[src/rtl/dadda_pkg.sv]
// Shared constants, FSM state type and carry-save helpers for the dadda
// multiplier and the multiply-accumulate stage built around it.
package dadda_pkg;

  localparam int DADDA_N   = 8;
  localparam int MAC_ACC_W = 24;
  localparam int MAC_CNT_W = 8;
  localparam int PROD_W    = 2 * DADDA_N;

  typedef enum logic [1:0] {
    ACC   = 2'd0,
    DRAIN = 2'd1,
    OUT   = 2'd2
  } mac_state_t;

  // 3:2 compressor on whole rows; the carry row is shifted into the next column.
  function automatic logic [PROD_W-1:0] csa_sum(input logic [PROD_W-1:0] x,
                                               input logic [PROD_W-1:0] y,
                                               input logic [PROD_W-1:0] z);
    return x ^ y ^ z;
  endfunction

  function automatic logic [PROD_W-1:0] csa_carry(input logic [PROD_W-1:0] x,
                                                 input logic [PROD_W-1:0] y,
                                                 input logic [PROD_W-1:0] z);
    return ((x & y) | (x & z) | (y & z)) << 1;
  endfunction

endpackage

[src/rtl/dadda.sv]
// Combinational 8x8 unsigned multiplier: partial-product rows reduced along the
// Dadda height sequence 8 -> 6 -> 4 -> 3 -> 2, then one carry-propagate adder.
module dadda
  import dadda_pkg::*;
(
  input  logic [DADDA_N-1:0] A,
  input  logic [DADDA_N-1:0] B,
  output logic [PROD_W-1:0]  y
);

  logic [PROD_W-1:0] pp_s [DADDA_N];
  logic [PROD_W-1:0] r6_s [6];
  logic [PROD_W-1:0] r4_s [4];
  logic [PROD_W-1:0] r3_s [3];
  logic [PROD_W-1:0] r2_s [2];

  // Partial products, each row pre-shifted to its column weight.
  always_comb begin
    for (int i = 0; i < DADDA_N; i++) begin
      pp_s[i] = {{DADDA_N{1'b0}}, (A & {DADDA_N{B[i]}})} << i;
    end
  end

  // Row reduction; modulo-2^16 arithmetic is exact since the product fits in 16 bits.
  always_comb begin
    r6_s[0] = csa_sum  (pp_s[0], pp_s[1], pp_s[2]);
    r6_s[1] = csa_carry(pp_s[0], pp_s[1], pp_s[2]);
    r6_s[2] = csa_sum  (pp_s[3], pp_s[4], pp_s[5]);
    r6_s[3] = csa_carry(pp_s[3], pp_s[4], pp_s[5]);
    r6_s[4] = pp_s[6];
    r6_s[5] = pp_s[7];

    r4_s[0] = csa_sum  (r6_s[0], r6_s[1], r6_s[2]);
    r4_s[1] = csa_carry(r6_s[0], r6_s[1], r6_s[2]);
    r4_s[2] = csa_sum  (r6_s[3], r6_s[4], r6_s[5]);
    r4_s[3] = csa_carry(r6_s[3], r6_s[4], r6_s[5]);

    r3_s[0] = csa_sum  (r4_s[0], r4_s[1], r4_s[2]);
    r3_s[1] = csa_carry(r4_s[0], r4_s[1], r4_s[2]);
    r3_s[2] = r4_s[3];

    r2_s[0] = csa_sum  (r3_s[0], r3_s[1], r3_s[2]);
    r2_s[1] = csa_carry(r3_s[0], r3_s[1], r3_s[2]);
  end

  // Final carry-propagate addition.
  always_comb begin
    y = r2_s[0] + r2_s[1];
  end

endmodule

[src/rtl/dadda_mac_acc.sv]
// Multiply-accumulate stage: registers operand pairs into dadda, sums products
// across an in_last-delimited transaction and hands the result out on valid/ready.
module dadda_mac_acc
  import dadda_pkg::*;
#(
  localparam int N     = DADDA_N,
  parameter  int ACC_W = MAC_ACC_W,
  parameter  int CNT_W = MAC_CNT_W
) (
  input  logic             clk,
  input  logic             rst_n,
  input  logic             in_valid,
  output logic             in_ready,
  input  logic [N-1:0]     a,
  input  logic [N-1:0]     b,
  input  logic             in_last,
  output logic             out_valid,
  input  logic             out_ready,
  output logic [ACC_W-1:0] acc_out,
  output logic [CNT_W-1:0] beat_cnt,
  output logic             overflow
);

  mac_state_t       state_q, state_d;
  logic             s1_valid_q, s1_valid_d;
  logic [N-1:0]     a_q, a_d;
  logic [N-1:0]     b_q, b_d;
  logic             last_q, last_d;
  logic [ACC_W-1:0] acc_q, acc_d;
  logic [CNT_W-1:0] cnt_q, cnt_d;
  logic             ovf_q, ovf_d;

  logic [2*N-1:0]   prod_s;
  logic [ACC_W:0]   sum_s;
  logic             accept_s;
  logic             handoff_s;

  dadda u_dadda (
    .A (a_q),
    .B (b_q),
    .y (prod_s)
  );

  // Handshake decode from the current state.
  always_comb begin
    in_ready  = (state_q == ACC);
    out_valid = (state_q == OUT);
    accept_s  = in_valid & in_ready;
    handoff_s = out_valid & out_ready;
    acc_out   = acc_q;
    beat_cnt  = cnt_q;
    overflow  = ovf_q;
  end

  // Next-state logic.
  always_comb begin
    state_d = state_q;
    case (state_q)
      ACC: begin
        if (accept_s && in_last) begin
          state_d = DRAIN;
        end else begin
          state_d = ACC;
        end
      end
      DRAIN: state_d = OUT;
      OUT: begin
        if (out_ready) begin
          state_d = ACC;
        end else begin
          state_d = OUT;
        end
      end
      default: state_d = ACC;
    endcase
  end

  // Operand register and accumulator update; the ACC_W+1 sum exposes the carry-out.
  always_comb begin
    s1_valid_d = accept_s;
    a_d        = a_q;
    b_d        = b_q;
    last_d     = last_q;
    acc_d      = acc_q;
    cnt_d      = cnt_q;
    ovf_d      = ovf_q;
    sum_s      = {1'b0, acc_q} + (ACC_W+1)'(prod_s);
    if (accept_s) begin
      a_d    = a;
      b_d    = b;
      last_d = in_last;
    end else begin
      last_d = last_q;
    end
    if (handoff_s) begin
      acc_d = {ACC_W{1'b0}};
      cnt_d = {CNT_W{1'b0}};
      ovf_d = 1'b0;
    end else if (s1_valid_q) begin
      acc_d = sum_s[ACC_W-1:0];
      cnt_d = cnt_q + {{(CNT_W-1){1'b0}}, 1'b1};
      ovf_d = ovf_q | sum_s[ACC_W];
    end else begin
      acc_d = acc_q;
    end
  end

  // State registers.
  always_ff @(posedge clk or negedge rst_n) begin
    if (!rst_n) begin
      state_q    <= ACC;
      s1_valid_q <= 1'b0;
      a_q        <= {N{1'b0}};
      b_q        <= {N{1'b0}};
      last_q     <= 1'b0;
      acc_q      <= {ACC_W{1'b0}};
      cnt_q      <= {CNT_W{1'b0}};
      ovf_q      <= 1'b0;
    end else begin
      state_q    <= state_d;
      s1_valid_q <= s1_valid_d;
      a_q        <= a_d;
      b_q        <= b_d;
      last_q     <= last_d;
      acc_q      <= acc_d;
      cnt_q      <= cnt_d;
      ovf_q      <= ovf_d;
    end
  end

endmodule

[config.mk]
export PLATFORM = sky130hd
export DESIGN_NAME = dadda_mac_acc
export DESIGN_NICKNAME = d
export VERILOG_FILES = /design/src/rtl/dadda_pkg.sv /design/src/rtl/dadda.sv /design/src/rtl/dadda_mac_acc.sv
export SDC_FILE = /design/constraint.sdc
export NUM_CORES = 1
export LEC_CHECK = 0
export BUFFER_PORTS_ARGS = -buffer_cell sky130_fd_sc_hd__buf_2
export CAP_MARGIN = 20
export CORE_UTILIZATION = 54
export DETAILED_ROUTE_END_ITERATION = 12
export PLACE_DENSITY = 0.78
export SLEW_MARGIN = 15
export SYNTH_ARGS = -nofsm -noshare
export SYNTH_HDL_FRONTEND = slang
export SYNTH_SLANG_ARGS = --single-unit
[constraint.sdc]
create_clock -name clk -period 5.03 [get_ports clk]
set_input_delay 0 -clock clk [delete_from_list [all_inputs] [get_ports clk]]
set_output_delay 0 -clock clk [all_outputs]
set_load 0.01 [all_outputs]
==> results.md <==
* Total Routed Length at 13,000 um
* CP peak stage delay at 0.58 ns
* DR vias at 4,390
* Period utilization at 1.07
* Die H at 97.0 um
* Hold crit path type: input pin to flip-flop
* Final Skew at 0.00945 ns
* Synth Warn # at 0
* Ys flop type: dfrtp_1
* Chip width at 97.0 um
* EDFF count, synth at 0
* Total CTS buffers at 5
* Cells along the critical path: and2_4 > fa_2 > inv_2 > fa_2 > fa_1 > inv_2 > fa_1 > ha_1 > buf_4 > buf_4 > o21ai_4 > o21ai_2 > a31oi_1 > o21ai_1 > xor2_1 > ha_1 > a21o_1 > a21o_4 > and4_1 > nor3_1 > o311a_1
* Drt drc at 0
* Outcome: complete, but fails checks
* Clock Path Buffers at 2
* Initial Util at 0.559
* CTS sink cnt at 52
* Vias in the first global route at 4,408
* Final Max Slew Viols at 0
* Total stage count of the critical path at 21
* Syn avg cell area at 9.47 um^2
* Synth area leaders: dfrtp_1 (27%), fa_1 (16%), ha_1 (12%), and2_1 (5.8%), mux2_2 (3.9%)
* Area delta synth->final at 30.9%
* WHS Path Cells at 3
* #FFs+latches synth at 52
* Worst setup margin at -0.331 ns
* # H-tree levels at 2
* Mapped Nets at 621
* Share of the synthesized area in the top cell type at 0.267
* RD Place Congestion at 0.869
* First-pass GRT wire length at 20,700 um
* Final net count at 748
* Bufs and invs on worst path at 4
* Cells after Synth at 515
* Sequential fraction of the synthesis area at 0.267
* Ant diodes at 0
* Arr. time, crit path at 5.64 ns
* Port bufs at 55
* I/O pin count at 56
* Gr usage total at 0.271
* Post-synth top cells: dfrtp_1 (52), nand2_1 (49), and2_1 (45), ha_1 (45), inv_1 (44)
* FFs w/ async S/R, synth at 1.00
* Share of layout cells above drive strength 1 at 0.353
* Core box area at 8720 um^2
* CP Class: flip-flop to flip-flop
* Failing checks: negative setup slack
* R2r worst-path depth at 21
* Post-Layout Cell Count at 751
* RSZ-0062 raised after global routing: yes
* DP HPWL at 8560 um
* Startpoint types: flip-flop
* Initial antenna violation count at 0
* Highest clock rate at 0.187 GHz
* CTS tree: yes
* Die area at 9420 um^2
* Clk_lat worst skew at 0.33 ns
* 1st-iter DRT viols at 252
* Remaining Overflow, GRT at 0
* Max Cap Viol at 0
* Crit-path leading delay family: adder cells
* Final setup fails at 14
* Worst path required time at 5.31 ns
* Actual slew at the worst max-slew pin at 0.938 ns
* Row count at 34
* Mapped Area at 4880 um^2
* Critical path's slowest cell: fa_2
* Yosys cell types at 46
* Final antenna-violating net count at 0
* Relative slew margins at 0.375
* Largest net degree at the start of global routing at 53
* Wire per inst at 17.3 um
* Worst-path clk slew at 0.12 ns
* Most frequent cell after synthesis: dfrtp_1
* CP max FO at 8
* Post-layout min period at 5.36 ns
* Final Hold Fails at 0
* Cell taking the most area after synthesis: dfrtp_1
* Root buf cell: clkbuf_8
* CP Capture Type: flip-flop
* Via/cell ratio at 5.85
* Dpl cells at 707
* Router iterations before antenna repair at 5
==> worst register-to-register path, stage by stage (launching register included) <==
cell and delay (ns):
dfrtp_2 0.48, and2_4 0.17, fa_2 0.58, inv_2 0.05, fa_2 0.42, fa_1 0.56, inv_2 0.05, fa_1 0.43
ha_1 0.32, buf_4 0.15, buf_4 0.14, o21ai_4 0.07, o21ai_2 0.08, a31oi_1 0.20, o21ai_1 0.12, xor2_1 0.16
ha_1 0.34, a21o_1 0.21, a21o_4 0.24, and4_1 0.21, nor3_1 0.16, o311a_1 0.18
==> cell type report <==
class	instances	area, um^2
clock buffers	5	68.8
clock inverters	3	25.0
fillers	547	2330
inverters	44	165
multi-input cells	402	3720
flip-flops and latches	52	1310
well taps	108	135
repair buffers	137	965
==> flip-flops by register name (all words and copies together), names as in the netlist <==
signal / flops
state_q: 2
beat_cnt: 8
overflow: 1
s1_valid_q: 1
acc_out: 24
a_q: 8
b_q: 8
==> metrics by stage <==
step	cell area [um^2]	setup WS [ns]	util	TNS, ns	hold slack, ns
final	6390	-0.331	0.732	-3.28	0.0379
after global routing	6390	-0.463	0.732	-5.45	0.100
after CTS	6130	-0.210	0.703	-1.48	0.0396
after detailed placement	5640	-0.315	0.647	-2.83	0.169
after global placement	5640	-0.226	0.647	-1.85	0.163
after floorplan	4960	-0.0491	-	-0.150	-0.296
==> cells in the final DEF (no fill, tap or decap), drive strengths merged, types with 5 or more instances in the layout <==
cell type / count
xor2: 11
a211oi: 5
xnor2: 9
o21bai: 5
nor2: 30
nand3: 6
o21a: 5
dfrtp: 52
fa: 40
nand2: 49
buf: 118
a21oi: 25
nor3: 13
clkbuf: 5
and2: 45
mux2i: 10
and3: 9
dlygate4sd3: 19
inv: 46
a21o: 7
o21ai: 20
nand2b: 6
nand4: 6
mux2: 17
ha: 45
==> repair_timing <==
item | in CTS | in global routing
hold buffers | 19 | 0
buffers inserted | 8 | 10
endpoints found under the hold margin | 69 | 0
gates cloned | 0 | 0
pin swaps | 50 | 64
resized for setup | 41 | 52
endpoints found under the setup margin | 12 | 16
==> worst paths after layout <==
kind,start,to,slack [ns]
max in group asynchronous,rst_n,a_q[5]$_DFFE_PN0P_,4.20
min in group asynchronous,rst_n,b_q[2]$_DFFE_PN0P_,0.33
worst min-delay path,out_ready,state_q[1]$_DFF_PN0_,0.04
worst max-delay path,b_q[3]$_DFFE_PN0P_,acc_out[21]$_DFFE_PN0P_,-0.33
worst max register to register,b_q[3]$_DFFE_PN0P_,acc_out[21]$_DFFE_PN0P_,-0.33
worst min register to register,overflow$_DFFE_PN0P_,overflow$_DFFE_PN0P_,0.49
==> metal layers <==
metal	vias to the layer above	wire, um	GRT usage
met5	-	0	0
met4	0	450	0.0907
met3	42	613	0.0275
met2	163	6700	0.482
met1	2177	5240	0.343
li1	2008	-	-
==> cell families after synthesis <==
kind of cell,synth area share
muxes,0.0598
AOI/OAI and AO/OA,0.124
adders and majority gates,0.280
and+or+nand+nor,0.187
xor gates and xnor gates,0.0359
buffers and inverters,0.0475
DFF,0.267
Power is left out: the tool's default activity adds up to more than one toggle a clock period on the data nets, which glitch-free logic cannot reach.
